File: src/rtl/fetch_stage.sv
// fetch_stage: instruction-fetch stage and IF/ID pipeline register of the LEGv8 CPU.
//   Holds the PC and drives it straight out as the instruction-memory address.
//   Selects the next PC: a taken branch first, then a stall hold, then sequential +4.
//   Registers the fetched word into IF/ID and presents instr[31:21] as the opcode.
// Ports:
//   clk, reset        rising-edge clock, synchronous active-high reset
//   stall             hold PC and IF/ID
//   flush             squash IF/ID on the next edge
//   br_taken          redirect PC to br_target on the next edge
//   br_target         redirect address; bits [1:0] are ignored
//   imem_addr         instruction-memory address (= pc)
//   imem_rdata        instruction at imem_addr, valid in the same cycle
//   pc                current PC register
//   if_id_valid       IF/ID holds a live instruction
//   if_id_instr       registered instruction (0 for a bubble)
//   if_id_pc          PC of if_id_instr
//   if_id_pc4         if_id_pc + 4, the BL link value
//   opcode            if_id_instr[31:21], 0 for a bubble
//   fetch_count       saturating count of instructions loaded into IF/ID
module fetch_stage #(
  parameter int unsigned             ADDR_W   = 64,
  parameter int unsigned             INSTR_W  = 32,
  parameter logic [ADDR_W-1:0]       RESET_PC = '0,
  parameter int unsigned             CNT_W    = 32
) (
  input  logic               clk,
  input  logic               reset,
  input  logic               stall,
  input  logic               flush,
  input  logic               br_taken,
  input  logic [ADDR_W-1:0]  br_target,
  output logic [ADDR_W-1:0]  imem_addr,
  input  logic [INSTR_W-1:0] imem_rdata,
  output logic [ADDR_W-1:0]  pc,
  output logic               if_id_valid,
  output logic [INSTR_W-1:0] if_id_instr,
  output logic [ADDR_W-1:0]  if_id_pc,
  output logic [ADDR_W-1:0]  if_id_pc4,
  output logic [10:0]        opcode,
  output logic [CNT_W-1:0]   fetch_count
);

  // What IF/ID does on the coming edge.
  typedef enum logic [1:0] {
    IFID_LOAD   = 2'd0,
    IFID_HOLD   = 2'd1,
    IFID_SQUASH = 2'd2
  } ifid_act_e;

  logic [ADDR_W-1:0]  pc_q, pc_d;
  logic [ADDR_W-1:0]  pc_plus4;
  logic [ADDR_W-1:0]  br_aligned;

  logic               valid_q, valid_d;
  logic [INSTR_W-1:0] instr_q, instr_d;
  logic [ADDR_W-1:0]  ipc_q, ipc_d;
  logic [ADDR_W-1:0]  ipc4_q, ipc4_d;
  logic [CNT_W-1:0]   cnt_q, cnt_d;

  ifid_act_e          ifid_act;

  assign pc_plus4   = pc_q + ADDR_W'(4);
  // Masking rather than concatenating keeps every br_target bit referenced.
  assign br_aligned = br_target & ~ADDR_W'(3);

  // Next PC: branch redirect overrides stall.
  always_comb begin
    pc_d = pc_plus4;
    if (br_taken) begin
      pc_d = br_aligned;
    end else if (stall) begin
      pc_d = pc_q;
    end
  end

  // A taken branch squashes the sequential fetch sitting behind it, and a
  // flush beats a stall so the bubble goes in even while the PC is frozen.
  always_comb begin
    ifid_act = IFID_LOAD;
    if (flush || br_taken) begin
      ifid_act = IFID_SQUASH;
    end else if (stall) begin
      ifid_act = IFID_HOLD;
    end
  end

  always_comb begin
    valid_d = valid_q;
    instr_d = instr_q;
    ipc_d   = ipc_q;
    ipc4_d  = ipc4_q;
    cnt_d   = cnt_q;
    unique case (ifid_act)
      IFID_SQUASH: begin
        valid_d = 1'b0;
        instr_d = '0;
        ipc_d   = '0;
        ipc4_d  = '0;
      end
      IFID_HOLD: begin
      end
      IFID_LOAD: begin
        valid_d = 1'b1;
        instr_d = imem_rdata;
        ipc_d   = pc_q;
        ipc4_d  = pc_plus4;
        if (cnt_q != '1) begin
          cnt_d = cnt_q + CNT_W'(1);
        end
      end
      default: begin
      end
    endcase
  end

  always_ff @(posedge clk) begin
    if (reset) begin
      pc_q    <= RESET_PC;
      valid_q <= 1'b0;
      instr_q <= '0;
      ipc_q   <= '0;
      ipc4_q  <= '0;
      cnt_q   <= '0;
    end else begin
      pc_q    <= pc_d;
      valid_q <= valid_d;
      instr_q <= instr_d;
      ipc_q   <= ipc_d;
      ipc4_q  <= ipc4_d;
      cnt_q   <= cnt_d;
    end
  end

  assign imem_addr   = pc_q;
  assign pc          = pc_q;
  assign if_id_valid = valid_q;
  assign if_id_instr = instr_q;
  assign if_id_pc    = ipc_q;
  assign if_id_pc4   = ipc4_q;
  assign opcode      = valid_q ? instr_q[31:21] : 11'b0;
  assign fetch_count = cnt_q;

endmodule

File: config.mk
export PLATFORM = sky130hd
export DESIGN_NAME = fetch_stage
export DESIGN_NICKNAME = d
export VERILOG_FILES = /design/src/rtl/fetch_stage.sv
export SDC_FILE = /design/constraint.sdc
export NUM_CORES = 1
export LEC_CHECK = 0
export CAP_MARGIN = 20
export CORE_AREA = 2 2 169 171
export CTS_CLUSTER_DIAMETER = 80
export DETAILED_ROUTE_END_ITERATION = 6
export DIE_AREA = 0 0 171 173
export PLACE_DENSITY = 0.83
export SETUP_SLACK_MARGIN = 0.4
export SYNTH_ARGS = -nofsm -noshare
export SYNTH_HDL_FRONTEND = slang
export SYNTH_SLANG_ARGS = --single-unit
export TNS_END_PERCENT = 20
File: constraint.sdc
create_clock -name clk -period 5.7 [get_ports clk]
set_input_delay 0.855 -clock clk [delete_from_list [all_inputs] [get_ports clk]]
set_output_delay 0.855 -clock clk [all_outputs]
set_load 0.02 [all_outputs]
==> After elaboration in Yosys (flattened, before gate mapping) <==
Cells that the tools add are included.
{ "op_classes": {"addsub": 2, "multipliers": 0, "n_div": 0, "n_lt_le_gt_ge": 0, "n_eq_ne": 3, "shifts": 0, "muxes": 9, "bitwise": 0, "n_reduce_logical": 5} }
{ "op_table": {"columns": ["operator", "n"], "rows": [
  ["$pmux 64 s2", 2],
  ["$mux 64", 2],
  ["$add 64x3->64 const B", 1],
  ["$pmux 32 s2", 1],
  ["$add 32x1->32 const B", 1],
  ["$ne 32x32->1 const B", 1],
  ["$mux 11", 1],
  ["$eq 2x2->1 const B", 1],
  ["$logic_not 2->1", 1],
  ["$mux 2", 1],
  ["$ne 2x1->1 const B", 1],
  ["$pmux 1 s2", 1],
  ["$reduce_and 2->1", 1],
  ["$reduce_bool 2->1", 1],
  ["$reduce_or 2->1", 1],
  ["$logic_or 1x1->1", 1],
  ["$mux 1", 1]
]} }
{ "word_totals": {"regBits": 257, "latchBits": 0, "mem_bits_rw": 0, "rom_bits": 0, "in_bits": 101, "output_inout_bits": 332, "elab_cells": 26, "mem_count": 0} }

==> Longest topological paths before layout <==
Gate-level depths: netlist (run 1).
{ "logic_depth": {"word_depth": 4, "mapped_depth": 9, "depth_no_buf": 7} }

==> Least setup slack after synthesis (run 1) <==
No wires, ideal clock.
{ "synth_path": {"path_type": "input-to-reg", "from": "in stall", "to": "reg cnt_q[17] (netlist: fetch_count[17])", "setup_ns": 0.071, "arrival_ns": 2.751, "t_required_ns": 5.629, "slack_ns": 2.879, "stages": 6, "path_buffers": 1, "path_cell_list": "or3_1 > clkbuf_1 > or4_1 > a311o_1 > or3_1 > a21oi_1"} }
{ "synth_between": {"elab_chain_len": 4} }
{ "synth_lines": {"columns": ["item", "line", "text"], "rows": [
  ["start: declaration", "28", "input logic stall,"],
  ["$mux 1", "82", "end else if (stall) begin"],
  ["$mux 2", "80", "if (flush || br_taken) begin"],
  ["$logic_not 2->1", "93", "unique case (ifid_act)"],
  ["$reduce_and 2->1 (no line)", null, null],
  ["end signal: assignment", "130", "cnt_q <= cnt_d;"],
  ["end: declaration", "58", "logic [CNT_W-1:0] cnt_q, cnt_d;"]
]} }
No other way between the ends.
A chain may end at the register's enable or synchronous reset.

==> Worst setup path after layout (run 1) <==
{ "layout_path": {"from": "in br_taken", "to": "reg cnt_q[27] (netlist: fetch_count[27])"} }
{ "layout_between": {"elab_chain_len": 4} }
{ "layout_lines": {"columns": ["item", "line", "text"], "rows": [
  ["start: declaration", "30", "input logic br_taken,"],
  ["$logic_or 1x1->1", "80", null],
  ["$mux 2", "80", null],
  ["$logic_not 2->1", "93", null],
  ["$reduce_and 2->1 (no line)", null, null]
]} }
No other way between the ends.

==> results of run 1 <==
-- final timing paths --
| kind | to | slack (ns) | start | cells after the start |
|---|---|---|---|---|
| worst min-delay path | if_id_pc4[40] | 0.45 | if_id_pc4[40] | 2 |
| worst min register to register | if_id_pc4[40] | 0.45 | if_id_pc4[40] | 2 |
| worst max register to register | imem_addr[51] | 2.48 | imem_addr[22] | 6 |
| worst max-delay path | fetch_count[27] | 2.43 | br_taken | 7 |
-- Yosys cell counts (13+ instances only) --
cell,n
xnor2_1,90
nor2_1,232
o21ai_0,60
and4_1,15
nand3_1,45
and2_1,15
nand4_1,31
nor4_1,30
dfxtp_1,251
nand2_1,94
nor3_1,30
a22oi_1,107
a21oi_1,20
a211oi_1,31
buf_4,70
and3_1,18
xor2_1,49
or3_1,17
clkbuf_1,104
mux2i_1,13
-- critical path, stage by stage --
cell	delay [ns]
clkdlybuf4s50_1	0.68
or3_1	0.56
or4_1	0.62
a2111oi_2	0.50
nand4_1	0.18
xor2_1	0.19
nor2_1	0.06
-- area by class of cell --
| type | count | area [um2] | area share |
|---|---|---|---|
| Inverter | 11 | 42.5 | 0.00258 |
| Timing Repair Buffer | 435 | 4320 | 0.262 |
| Antenna cell | 1 | 2.50 | 0.000152 |
| Tap cell | 378 | 473 | 0.0287 |
| Clock inverter | 11 | 116 | 0.00706 |
| Clock buffer | 39 | 833 | 0.0506 |
| Sequential cell | 251 | 5020 | 0.305 |
| Multi-Input combinational cell | 949 | 5660 | 0.344 |
-- cells in the final DEF, fill, tap and decap left out, types with 31 or more instances in the layout --
cell type,instances
xor2_1,49
nor2_1,232
nand3_1,45
dfxtp_1,251
a211oi_1,31
nand4_1,31
a22oi_1,107
o21ai_0,60
nand2_1,94
xnor2_1,90
clkdlybuf4s50_1,421
-- registers in the layout, summed over array words and instances, names as in the netlist --
name         flops
if_id_pc4       62
if_id_valid      1
if_id_instr     32
if_id_pc        62
imem_addr       62
fetch_count     32
-- stage by stage --
stage / setup slack [ns] / instance area, um2 / hold WS (ns) / std cells
floorplan: 2.88 / 11700 / 0.536 / 1395
global placement: 1.91 / 15500 / 0.433 / 2024
detailed placement: 1.83 / 15500 / 0.441 / 2024
CTS: 2.39 / 16500 / 0.458 / 2074
global route: 2.23 / 16500 / 0.478 / 2075
finish: 2.43 / 16500 / 0.452 / 2075
-- metal layers --
layer / GRT usage / part of all wire / up-vias
met5: 0 / 0 / -
met4: 0.105 / 0.041 / 0
met3: 0.0618 / 0.085 / 93
met2: 0.452 / 0.48 / 547
met1: 0.324 / 0.39 / 5428
li1: - / - / 5321
-- cells by family (layout without fill, tap and decap cells) --
kind of cell | after synthesis | in the layout
adders and majority gates | 2 | 2
and+or+nand+nor | 549 | 549
muxes | 13 | 13
buffers and inverters | 195 | 496
xor gates and xnor gates | 139 | 139
AOI/OAI and AO/OA | 238 | 238
other | 1 | 9
DFF | 251 | 251
-- where the power goes --
group	internal (mW)	switching, mW
registers	1.80	0.0984
clock network	1.11	0.745
logic	0.243	0.255
==> metrics, run 1 <==
vias in the first global route 11,000; Yosys reg bits 251; utilization of the core after routing 0.596; warnings from Yosys 0; XOR/XNOR Fraction of Synth Area 0.104; initial antenna violation count 1; PwrDens 258 nW/um2; cell taking the most area after synthesis dfxtp_1; I/O pin count 433; critical path endpoint category flop; Simple-Gate Fraction of Synth Area 0.226; RSZ-0062 raised after global routing false; Core Region approximately 28,000 um2; Max Cap Viol 0; Post-synth ARST share 0; Clock Latency Late Sink 0.54 ns; Hold Vio Cnt, Final 0; Cells after Synth 1,388; cts hold-fix bufs 0; root buf cell clkbuf_16; drt drc 0; CTS tree built; critical path type in -> reg; GRT Util Overall 0.266; Routed WL per cell around 20 um; EDFF count, synth 0; Top FF cell, synth dfxtp_1; Final Net Count 1,779; clock-pin slew on the worst setup and hold paths 0.06 ns; Clock Path Buffers 3; final WL a little over 40 mm; # Post-CTS Setup Buffers 0; largest net degree at the start of global routing 128; Req. time, crit path between 6 and 7 ns; Vias per Instance about 5.5; num rows 61; DRT Pass-1 Iters 6; IO Port Bufs around 420; FILL cells 2,374; P&R area growth vs syn 41.3%; clk_skew approximately 0.011 ns; initial core utilization 0.422; ratio of cells with drive above 1 in the final layout 0.0489; HPWL after DPL approximately 29 mm; max_slew headroom 0.266; Setup TNS 0 ns; status complete, no violations; total gr overflow 0; worst ir drop on vdd ~0.21 mV; global-route wire length before repair ~63 mm; Iteration-0 DRC Markers ~820; post_cts resized 0; Routability Congestion 0.858; worst min path class reg -> reg; vias post-DR about 11,000; Die Y-Extent approximately 170 um; area share of fa/ha/maj cells after synthesis 0.00215; mux share of post-synthesis cell area 0.0112; dominant cells by area after synthesis dfxtp_1 (43%), nor2_1 (7.5%), a22oi_1 (6.9%); total power 4.25 mW; H-tree depth 1; Mean Syn Cell Area 8.40 um2; number of CTS-inserted buffers 28; post-synthesis sequential area ratio 0.431; largest family of logic cells by synthesized area simple AND/OR/NAND/NOR gates; post-route minimum period approximately 3.3 ns; CTS sink count 251; crit start category input pin; top cell type's share of synthesized area 0.431; Worst Tran Pin Value 1.10 ns; mapped cell area between 10,000 and 15,000 um2; Compound-Gate Fraction of Synth Area 0.138; Leak Pwr ~5.5 nW; final period utilization 0.574; achievable frequency around 310 MHz; antenna viol nets, final 0; post-synthesis cell type count 49; worst-path fanout max 14; Final Max Tran Viols 0; Final Setup Violations 0; WP data arrival 3.65 ns; die area 29,600 um2; die width 171 um
(Power assumes the default switching activity.)
==> inputs of run 2 (changes only) <==
--- a/config.mk
+++ b/config.mk
@@ -6,11 +6,10 @@
 export NUM_CORES = 1
 export LEC_CHECK = 0
 export CAP_MARGIN = 20
-export CORE_AREA = 2 2 169 171
+export CORE_UTILIZATION = 41
 export CTS_CLUSTER_DIAMETER = 80
 export DETAILED_ROUTE_END_ITERATION = 6
-export DIE_AREA = 0 0 171 173
-export PLACE_DENSITY = 0.83
+export PLACE_DENSITY = 0.84
 export SETUP_SLACK_MARGIN = 0.4
 export SYNTH_ARGS = -nofsm -noshare
 export SYNTH_HDL_FRONTEND = slang
==> constraint.sdc (replaced) <==
create_clock -name clk -period 2.7 [get_ports clk]
set_input_delay 0.405 -clock clk [delete_from_list [all_inputs] [get_ports clk]]
set_output_delay 0.405 -clock clk [all_outputs]
set_load 0.02 [all_outputs]
==> run 2 against run 1 <==
Against the previous run: worst hold slack got worse by 0.17 ns; count of clock-buffer cells in the layout shrank 2; via count up 4.3%; core utilization increased by 2.7 points; sequential power up 110%; clock skew increased by 0.0063 ns; sequential share of layout area decreased by 1.4 points; critical path depth up 2; critical path type unchanged; critical endpoint unchanged.
==> metrics, run 2 (synthesized netlist as in run 1, its figures left out) <==
critical path type in -> reg; crit-path cells clkdlybuf4s50_1 -> or3_1 -> or4_1 -> buf_4 -> a2111oi_2 -> buf_4 -> nand4_1 -> xor2_1 -> nor2_1; WP data arrival 2.82 ns (-0.83 ns); Final Setup Violations 0 (unchanged); vias post-DR 11,900 (+4.3%); crit start category input pin; ratio of cells with drive above 1 in the final layout 0.113 (+0.0640); status complete, no violations; clk_skew 0.0169 ns (+0.00626 ns); max_slew headroom 0.576 (+0.311); Worst Tran Pin Value 0.630 ns (-0.472 ns); num rows 61 (unchanged); Hold EP if_id_pc[16]; Most common cell on crit path buf_4; HPWL after DPL 29.6 mm (+3.2%); post-route minimum period 2.40 ns; flop2flop setup slack 0.30 ns (-2.18 ns); worst-path fanout max 4 (-10); initial core utilization 0.419 (-0.00347); initial antenna violation count 2 (+1); worst ir drop on vdd 0.526 mV (+150%); PwrDens 506 nW/um2 (+96%); Req. time, crit path 3.12 ns (-2.96 ns); total power 8.79 mW (+110%); Final Net Count 1,863 (+4.7%); hold_sp reset; Core Region 27,900 um2 (+0.83%); FF-to-FF path depth 6 (unchanged); antenna viol nets, final 0 (unchanged); Iteration-0 DRC Markers 937 (+15%); final period utilization 0.889; Hold Path Stages 2 (unchanged); CTS tree built; CTS sink count 251 (unchanged); achievable frequency 416 MHz; number of CTS-inserted buffers 27 (-3.6%); Routability Congestion 0.920 (+7.1%); H-tree depth 1 (unchanged); die width 171 um (-0.20%); global-route wire length before repair 64.7 mm (+3.1%); RR Endpoint imem_addr[28]; Clock Latency Late Sink 0.55 ns (about the same); critical path endpoint category flop; reg2reg start imem_addr[11]; Fin Hold WS 0.284 ns (-0.168 ns); drt drc 0 (unchanged); Die Y-Extent 171 um (-1.4%); DRT Pass-1 Iters 5 (-1); final WL 42.7 mm (+3.8%); Hold Vio Cnt, Final 0 (unchanged); total gr overflow 0 (unchanged); vias in the first global route 11,500 (+5.1%); Max Cap Viol 0 (unchanged); Clock Path Buffers 3 (unchanged); IO Port Bufs 422 (unchanged); clock-pin slew on the worst setup and hold paths 0.06 ns (about the same); Leak Pwr 6.13 nW (+11%); most frequent cells in the layout clkdlybuf4s50_1 (421), dfxtp_1 (239), nor2_1 (231), a22oi_1 (107), buf_4 (90); I/O pin count 433 (unchanged); root buf cell clkbuf_16; GRT Util Overall 0.285 (+0.0183); FILL cells 2,295 (-3.3%); P&R area growth vs syn 49.0%; cts hold-fix bufs 0 (unchanged); RSZ-0062 raised after global routing true; worst min path class in -> reg; commonest non-fill, non-tap cell in the layout clkdlybuf4s50_1; CP max stage delay 0.59 ns (-0.09 ns); Routed WL per cell 19.8 um (-0.29%); Final Max Tran Viols 0 (unchanged); largest net degree at the start of global routing 92 (-28%); Vias per Instance 5.50 (+0.22%); die area 29,100 um2 (-1.6%); slowest CP cell or4_1
run 2: worst max-delay path, delay by kind of cell:
kind,cells,cell delay (ns)
AOI/OAI and AO/OA,1,0.23
xor gates and xnor gates,1,0.15
buffers and inverters,3,0.80
and+or+nand+nor,4,1.22
run 2: per-stage QoR:
stage	TNS (ns)	instance area [um2]	util	cells	worst slack, ns
floorplan	0	11800	-	1395	0.230
global placement	-1.84	16100	0.579	2085	-0.212
detailed placement	-2.17	16100	0.579	2085	-0.263
CTS	0	17200	0.617	2151	0.254
global route	0	17400	0.624	2160	0.238
finish	0	17400	0.624	2160	0.299
run 2: routing by layer:
| metal | up-vias | wire length (um) | track usage |
|---|---|---|---|
| met2 | 587 | 20900 | 0.496 |
| li1 | 5491 | - | - |
| met3 | 101 | 3580 | 0.0620 |
| met5 | - | 0 | 0 |
| met4 | 0 | 1700 | 0.121 |
| met1 | 5703 | 16500 | 0.336 |
run 2: how the worst max path moves through the flow:
| stage | endpoint | startpoint | slack, ns | depth (start not counted) |
|---|---|---|---|---|
| 6_report | fetch_count[27] | flush | 0.30 | 9 |
| 4_1_cts | imem_addr[28] | imem_addr[2] | 0.25 | 7 |
| 2_1_floorplan | imem_addr[28] | imem_addr[9] | 0.23 | 8 |
| 3_3_place_gp | fetch_count[21] | flush | -0.21 | 7 |
| 5_1_grt | imem_addr[28] | imem_addr[2] | 0.24 | 7 |
| 3_5_place_dp | fetch_count[27] | flush | -0.26 | 9 |
run 2: cell type report:
| cell class | instances | area [um2] | share of cell area |
|---|---|---|---|
| multi-input cells | 949 | 5870 | 0.338 |
| clock buffers | 37 | 763 | 0.0439 |
| repair buffers | 520 | 5060 | 0.291 |
| inverters | 11 | 42.5 | 0.00245 |
| well taps | 378 | 473 | 0.0272 |
| clock inverters | 12 | 100 | 0.00576 |
| diodes | 2 | 5.00 | 0.000288 |
| flip-flops and latches | 251 | 5060 | 0.291 |
run 2: power by group:
group          leakage, nW  switching [mW]  total, mW  internal [mW]
clock network        0.422            1.55       3.63           2.07
registers             2.05           0.108       3.90           3.79
logic                 3.66           0.667       1.26          0.594
run 2: timing repair:
item / 4_1_cts / 5_1_grt
buffers inserted: 17 / 7
endpoints found under the setup margin: 63 / 78
resized for setup: 15 / 22
gates cloned: 0 / 0
pin swaps: 9 / 12
